$ cat config.mk
export PLATFORM = sky130hd
export DESIGN_NAME = fifo_wr_arbiter
export DESIGN_NICKNAME = d
export VERILOG_FILES = /design/src/rtl/fifo_arb_pkg.sv /design/src/rtl/rr_arb2.sv /design/src/rtl/fifo_wr_arbiter.sv
export SDC_FILE = /design/constraint.sdc
export NUM_CORES = 1
export LEC_CHECK = 0
export ABC_AREA = 1
export ABC_CLOCK_PERIOD_IN_PS = 1800
export CORE_MARGIN = 1
export CORE_UTILIZATION = 40
export CTS_CLUSTER_SIZE = 20
export DETAILED_ROUTE_END_ITERATION = 16
export PLACE_DENSITY = 0.75
export SLEW_MARGIN = 40
export SYNTH_ARGS = -nofsm -noshare
export SYNTH_HDL_FRONTEND = slang
export SYNTH_SLANG_ARGS = --single-unit
export TNS_END_PERCENT = 10
$ cat constraint.sdc
create_clock -name clk -period 1.8 [get_ports clk]
set_clock_uncertainty 0.1 [all_clocks]
set_input_delay 0.18 -clock clk [delete_from_list [all_inputs] [get_ports clk]]
set_output_delay 0.18 -clock clk [all_outputs]
set_load 0.03 [all_outputs]
$ cat src/rtl/fifo_arb_pkg.sv
// Shared definitions for the FIFO write-port arbiter: FSM encoding and default data width.
package fifo_arb_pkg;

    localparam int unsigned DATA_WIDTH_DEF = 8;

    typedef enum logic [1:0] {
        ST_IDLE  = 2'b00,
        ST_ISSUE = 2'b01,
        ST_WAIT  = 2'b10
    } state_t;

endpackage

$ cat src/rtl/rr_arb2.sv
// Two-way round-robin picker: grants the single eligible requester, or the one
// that did not own the previous write when both are eligible.
module rr_arb2 (
    input  logic [1:0] eligible,
    input  logic [1:0] last,
    output logic [1:0] gnt
);

    always_comb begin
        gnt = 2'b00;
        case (eligible)
            2'b01:   gnt = 2'b01;
            2'b10:   gnt = 2'b10;
            2'b11:   gnt = last[0] ? 2'b10 : 2'b01;
            default: gnt = 2'b00;
        endcase
    end

endmodule

$ cat src/rtl/fifo_wr_arbiter.sv
// Shares one FIFO write port between two producers: round-robin grant, one write
// in flight, ack/err routed back to the owner, and a timeout for a silent FIFO.
module fifo_wr_arbiter
    import fifo_arb_pkg::*;
#(
    parameter int unsigned DATA_WIDTH    = DATA_WIDTH_DEF,
    parameter int unsigned ACK_TIMEOUT   = 4,
    parameter bit          BLOCK_ON_FULL = 1'b1
) (
    input  logic                  clk,
    input  logic                  reset,
    input  logic                  req0,
    input  logic                  req1,
    input  logic [DATA_WIDTH-1:0] din0,
    input  logic [DATA_WIDTH-1:0] din1,
    output logic                  done0,
    output logic                  done1,
    output logic                  err0,
    output logic                  err1,
    output logic [1:0]            gnt,
    output logic                  busy,
    output logic                  fifo_wr_en,
    output logic [DATA_WIDTH-1:0] fifo_din,
    input  logic                  fifo_full,
    input  logic                  fifo_wr_ack,
    input  logic                  fifo_wr_err
);

    localparam int unsigned CNT_W = (ACK_TIMEOUT > 2) ? $clog2(ACK_TIMEOUT) : 1;
    localparam logic [CNT_W-1:0] CNT_LAST = CNT_W'(ACK_TIMEOUT - 1);

    state_t           state;
    logic [1:0]       last;
    logic [CNT_W-1:0] cnt;
    logic [1:0]       eligible;
    logic [1:0]       pick;
    logic             blocked;
    logic             finish;

    // A requester whose completion pulse is showing is masked while it drops req.
    assign eligible = {req1 & ~done1 & ~err1, req0 & ~done0 & ~err0};
    assign blocked  = BLOCK_ON_FULL & fifo_full;
    assign finish   = fifo_wr_err | fifo_wr_ack | (cnt == CNT_LAST);

    rr_arb2 u_rr_arb2 (
        .eligible (eligible),
        .last     (last),
        .gnt      (pick)
    );

    always_ff @(posedge clk) begin
        if (reset) begin
            state      <= ST_IDLE;
            last       <= 2'b10;
            cnt        <= '0;
            gnt        <= 2'b00;
            busy       <= 1'b0;
            fifo_wr_en <= 1'b0;
            fifo_din   <= '0;
            done0      <= 1'b0;
            done1      <= 1'b0;
            err0       <= 1'b0;
            err1       <= 1'b0;
        end else begin
            fifo_wr_en <= 1'b0;
            done0      <= 1'b0;
            done1      <= 1'b0;
            err0       <= 1'b0;
            err1       <= 1'b0;
            case (state)
                ST_IDLE: begin
                    if (!blocked && (pick != 2'b00)) begin
                        gnt        <= pick;
                        fifo_din   <= pick[1] ? din1 : din0;
                        fifo_wr_en <= 1'b1;
                        busy       <= 1'b1;
                        state      <= ST_ISSUE;
                    end
                end
                ST_ISSUE: begin
                    cnt   <= '0;
                    state <= ST_WAIT;
                end
                ST_WAIT: begin
                    if (finish) begin
                        // wr_err outranks a simultaneous ack; no response at all is a timeout
                        {err1, err0}   <= (fifo_wr_err || !fifo_wr_ack) ? gnt : 2'b00;
                        {done1, done0} <= (!fifo_wr_err && fifo_wr_ack) ? gnt : 2'b00;
                        last           <= gnt;
                        gnt            <= 2'b00;
                        busy           <= 1'b0;
                        state          <= ST_IDLE;
                    end else begin
                        cnt <= cnt + CNT_W'(1);
                    end
                end
                default: begin
                    gnt   <= 2'b00;
                    busy  <= 1'b0;
                    state <= ST_IDLE;
                end
            endcase
        end
    end

endmodule

# Word-level counts from Yosys, hierarchy flattened
# Index checks and enable logic that the tools add are counted.
[word_totals]
ff_bits = 21
latchBits = 0
ramBits = 0
romBits = 0
output_inout_bits = 16
wordCells = 68
n_memories = 0
[op_classes]
add_sub_neg = 1
mul = 0
n_div = 0
order_cmp = 0
eq_ne = 9
shift = 0
mux = 14
n_bitwise = 16
reduce_logical = 17
[ops]
columns = ["op", "count"]
rows = [
  ["2-bit case mux with 3 select lines", 3],
  ["2-bit 2-to-1 mux", 5],
  ["1-bit NOT", 10],
  ["2-bit equality test (second input constant)", 4],
  ["8-bit 2-to-1 mux", 1],
  ["2-bit AND reduction", 4],
  ["4-bit OR reduction", 2],
  ["2-bit inequality test (second input constant)", 3],
  ["1-bit bitwise AND", 4],
  ["2-bit by 1-bit equality test with 1-bit output (second input constant)", 2],
  ["2-bit case mux with 2 select lines", 1],
  ["2-bit nonzero test", 2],
  ["1-bit zero test", 3],
  ["1-bit 2-to-1 mux", 3],
  ["1-bit case mux with 3 select lines", 1],
  ["3-bit AND reduction", 1],
  ["2-bit by 1-bit adder with 2-bit output (second input constant)", 1],
  ["1-bit logical AND", 2],
  ["2-bit zero test", 1],
  ["1-bit bitwise OR", 2],
  ["2-bit OR reduction", 1],
  ["1-bit logical OR", 1],
]

# Depth between registers and ports, before layout
[logic_depth]
word_depth = 9
ltp_mapped = 8
ltp_nobuf = 8

# Hierarchy
# A second synthesis with hierarchy kept.
[hier_totals]
cells_unflattened = 138
area_unflattened_um2 = 1004.7
[modules_own_cells]
columns = ["mod", "instances", "cells_per_inst", "area_per_inst_um2", "seq_area_each_um2"]
rows = [
  ["fifo_wr_arbiter", 1, 133, 984.7, 440.4],
  ["rr_arb2", 1, 5, 20.0, 0.0],
]

# Worst setup path before layout
# No wires, ideal clock.
[synth_timing]
kind = "register to register"
startpoint = "register err0"
endpoint = "register fifo_din[0]"
arrival_time_ns = 1.138
required_ns = 1.591
slack_ns = 0.454
path_stages_with_launch = 9
n_path_buf = 1
cell_sequence = "dfxtp_1 -> inv_1 -> nand3_1 -> nand2_2 -> nand3_2 -> buf_6 -> a21oi_1 -> nand2_1 -> inv_1"
[synth_via]
elab_chain_len = 7
[synth_rtl]
columns = ["element", "line", "source"]
rows = [
  ["start, declared", "fifo_wr_arbiter.sv:18", "output logic err0,"],
  ["start signal, assigned", "fifo_wr_arbiter.sv:87", "{err1, err0} <= (fifo_wr_err || !fifo_wr_ack) ? gnt : 2'b00;"],
  ["1-bit NOT *", "fifo_wr_arbiter.sv:41", "assign eligible = {req1 & ~done1 & ~err1, req0 & ~done0 & ~err0};"],
  ["1-bit bitwise AND *", "fifo_wr_arbiter.sv:41", ""],
  ["2-bit equality test / 2-bit by 1-bit equality test with 1-bit output (equally long branches)", "rr_arb2.sv:11", "case (eligible)"],
  ["2-bit case mux with 3 select lines *", "rr_arb2.sv:11", ""],
  ["2-bit nonzero test", "fifo_wr_arbiter.sv:72", "if (!blocked && (pick != 2'b00)) begin"],
  ["1-bit logical AND", "fifo_wr_arbiter.sv:72", ""],
  ["2-bit AND reduction (no source line)", "--", ""],
  ["end signal, assigned", "fifo_wr_arbiter.sv:74", "fifo_din <= pick[1] ? din1 : din0;"],
  ["end, declared", "fifo_wr_arbiter.sv:23", "output logic [DATA_WIDTH-1:0] fifo_din,"],
]
# Every way passes the cells marked *; elsewhere a longest branch is shown, timed or not.
# A chain may end at the register's enable or synchronous reset.

# Worst setup path after layout
[layout_timing]
startpoint = "register err0"
endpoint = "output err0"
# No word-level cell between the ends.

==> results_dict.tcl <==
set metrics [dict create \
    fmax_mhz 603 \
    rows 17 \
    p_clk_share_pct 22.4 \
    area_growth_pct 46.4 \
    worst_pin_slew_ps 406 \
    totalWireLength_um 2130 \
    syn_inst 139 \
    p_seq_share_pct 51.4 \
    ant_nets 0 \
    clkSinkCount 21 \
    gr-usage-all-layers_pct 17.7 \
    yosys_warnings 0 \
    dieWidth_um 51.2 \
    path_class "flip-flop to output port" \
    synth.avg_cell_area_um2 6.96 \
    clockBufferDepth 2 \
    synth_cell_types 17 \
    leakage_nw 0.654 \
    status "finished clean" \
    yosysTopAreaCellShare_pct 43.5 \
    period_minus_slack_ps 1660 \
    cts_root_buffer "clkbuf_4" \
    cts_resized 0 \
    p_int_uw 693 \
    globalRouteOverflowTotal 0 \
    worstSetupEndpointType "output port" \
    crit_arrival_ps 1380 \
    routedWlPerCell_um 10.1 \
    crit_family "buffers and inverters" \
    synth.net_count 163 \
    rsz0062_at_grt "false" \
    path_buf_inv 1 \
    htreeDepth 1 \
    synthTopCellsByArea "dfxtp_1, nand2_1, inv_1" \
    ctsHoldBuffers 0 \
    min_path_type "flip-flop to flip-flop" \
    fp.dieH_um 51.2 \
    cts_setup_buffers 0 \
    initial_core_util_pct 42.9 \
    clkLatencyLatePin_ps 300 \
    start_kind "flip-flop" \
    synth-seq-cells 21 \
    grt_pass1_wl_um 3440 \
    synth_area_um2 967 \
    finalInstanceArea_um2 1420 \
    clk_pin_slew_worst_paths_ps 110 \
    yosysTopAreaCell "dfxtp_1" \
    placed_area_um2 1390 \
    drc 0 \
    antenna_found_initial 0 \
    crit_fanout 3 \
    crit_slowest_cell "clkdlybuf4s50_1" \
    maxSlewHeadroom_pct 72.9 \
    maxSlewViolCount 0 \
    cts_made_buffers 3 \
    switchingPower_uw 290 \
    nNetsFinal 207 \
    path_cells "clkdlybuf4s50_1" \
    max_stage_delay_ps 690 \
    drt-initial-drc-count 18 \
    p_per_area_nw_per_um2 694 \
    drv_cap 0 \
    diodes 0 \
    hold_viol_final 0 \
    dr.pass1.iters 4 \
    place_ws_ps 190 \
    fillCellCount 215 \
    vdd_ir_drop_max_mv 0.404 \
    core-area_um2 2250 \
    setup_ws_ps 143 \
    dieArea_um2 2620 \
    netSwitchingFraction_pct 29.5 \
    layout-drive-gt1-share_pct 8.79 \
    total_power_uw 984 \
    cts_tree "built" \
    io_buffers 38 \
    dp_hpwl_um 1730 \
    required_ps 1520 \
    pwr-share-comb_pct 26.1 \
    grt_pass1_vias 891 \
    grt_max_degree 16 \
    yosysSeqAreaShare_pct 43.5 \
    io_pins 39 \
    timing.final.crit_share_pct 92.1 \
    fin_setup_tns_ps 0 \
    place_congestion 0.799 \
    dr_total_vias 970 \
    viasPerCell 4.62 \
    setup_viol 0 \
]
[cells in the mapped netlist]
| master | instances |
|---|---|
| dfxtp_1 | 21 |
| nand2_2 | 2 |
| nor2_1 | 13 |
| nand3_1 | 14 |
| nand3_2 | 1 |
| o21ai_2 | 1 |
| nor2_2 | 1 |
| buf_2 | 1 |
| a21oi_1 | 9 |
| buf_6 | 1 |
| a21oi_2 | 3 |
| nor4_1 | 2 |
| nor2_8 | 1 |
| inv_1 | 30 |
| nand2_1 | 36 |
| ha_1 | 1 |
| o21ai_0 | 2 |
[power by group through the flow]
stage                     Sequential, mW  Clock (mW)  Combinational [mW]
after detailed placement           0.516           0               0.257
after CTS                          0.506       0.233               0.258
after global routing               0.509       0.254               0.278
final                              0.506       0.221               0.257
after floorplan                    0.558           0              0.0964
after global placement             0.516           0               0.252
[area by class of cell]
class / instances / area, um2 / area share (%)
Sequential cell: 21 / 420 / 29.7
Multi-Input combinational cell: 86 / 418 / 29.5
Timing Repair Buffer: 41 / 403 / 28.4
Inverter: 30 / 113 / 7.95
Tap cell: 28 / 35.0 / 2.47
Clock buffer: 3 / 22.5 / 1.59
Clock inverter: 1 / 5.00 / 0.353
[flip-flops by register name, indices dropped and copies added, names as in the netlist]
signal	cells
state	2
last	1
fifo_din	8
err1	1
done0	1
fifo_wr_en	1
err0	1
done1	1
gnt	2
cnt	2
busy	1
[final timing paths]
path                              from  endpoint  slack [ps]  cells past startpoint
worst min-delay path              busy      busy         380                      2
worst max register to register  cnt[0]    gnt[1]         380                      8
worst max-delay path              err0      err0         140                      1
worst min register to register    busy      busy         380                      2
[routing by layer]
metal | vias to the layer above | share of wire, % | track usage (%) | wire length, um
met2 | 39 | 49 | 32.0 | 1030
met3 | 2 | 7.1 | 3.87 | 151
met1 | 423 | 43 | 19.2 | 917
li1 | 506 | - | - | -
met4 | 0 | 1.1 | 8.33 | 23
met5 | - | 0 | 0 | 0
[metrics by stage]
stage / utilization, % / cells / hold WS (ps)
finish: 62.8 / 210 / 377
global route: 62.8 / 210 / 398
CTS: 62.8 / 210 / 377
detailed placement: 61.6 / 206 / 361
global placement: 61.6 / 206 / 352
floorplan: - / 139 / 156
[cell families (layout without fill, tap and decap cells)]
kind of cell | count (synthesis) | count (layout) | synth area share (%)
compound gates | 15 | 15 | 9.31
fa+ha+maj | 1 | 1 | 1.29
buf+inv | 32 | 75 | 13.3
flops | 21 | 21 | 43.5
simple gates | 70 | 70 | 32.6
[cells in the final DEF, fill, tap and decap left out]
cell type        synthesis  final
nor2_1                  13     13
nand2_1                 36     36
clkbuf_4                 0      3
nor2_8                   1      1
o21ai_0                  2      2
inv_1                   30     30
o21ai_2                  1      1
clkdlybuf4s50_1          0     38
nor2_2                   1      1
nand2_2                  2      2
dfxtp_1                 21     21
ha_1                     1      1
a21oi_1                  9      9
nand3_1                 14     14
a21oi_2                  3      3
buf_4                    0      3
nor4_1                   2      2
nand3_2                  1      1
clkinv_2                 0      1
[worst min-delay path, cell delays in order, from the launching register on]
cell and delay (ps):
dfxtp_1 330, nand3_1 70, nand2_1 40
No activity file was read; power rests on OpenSTA's default activity.
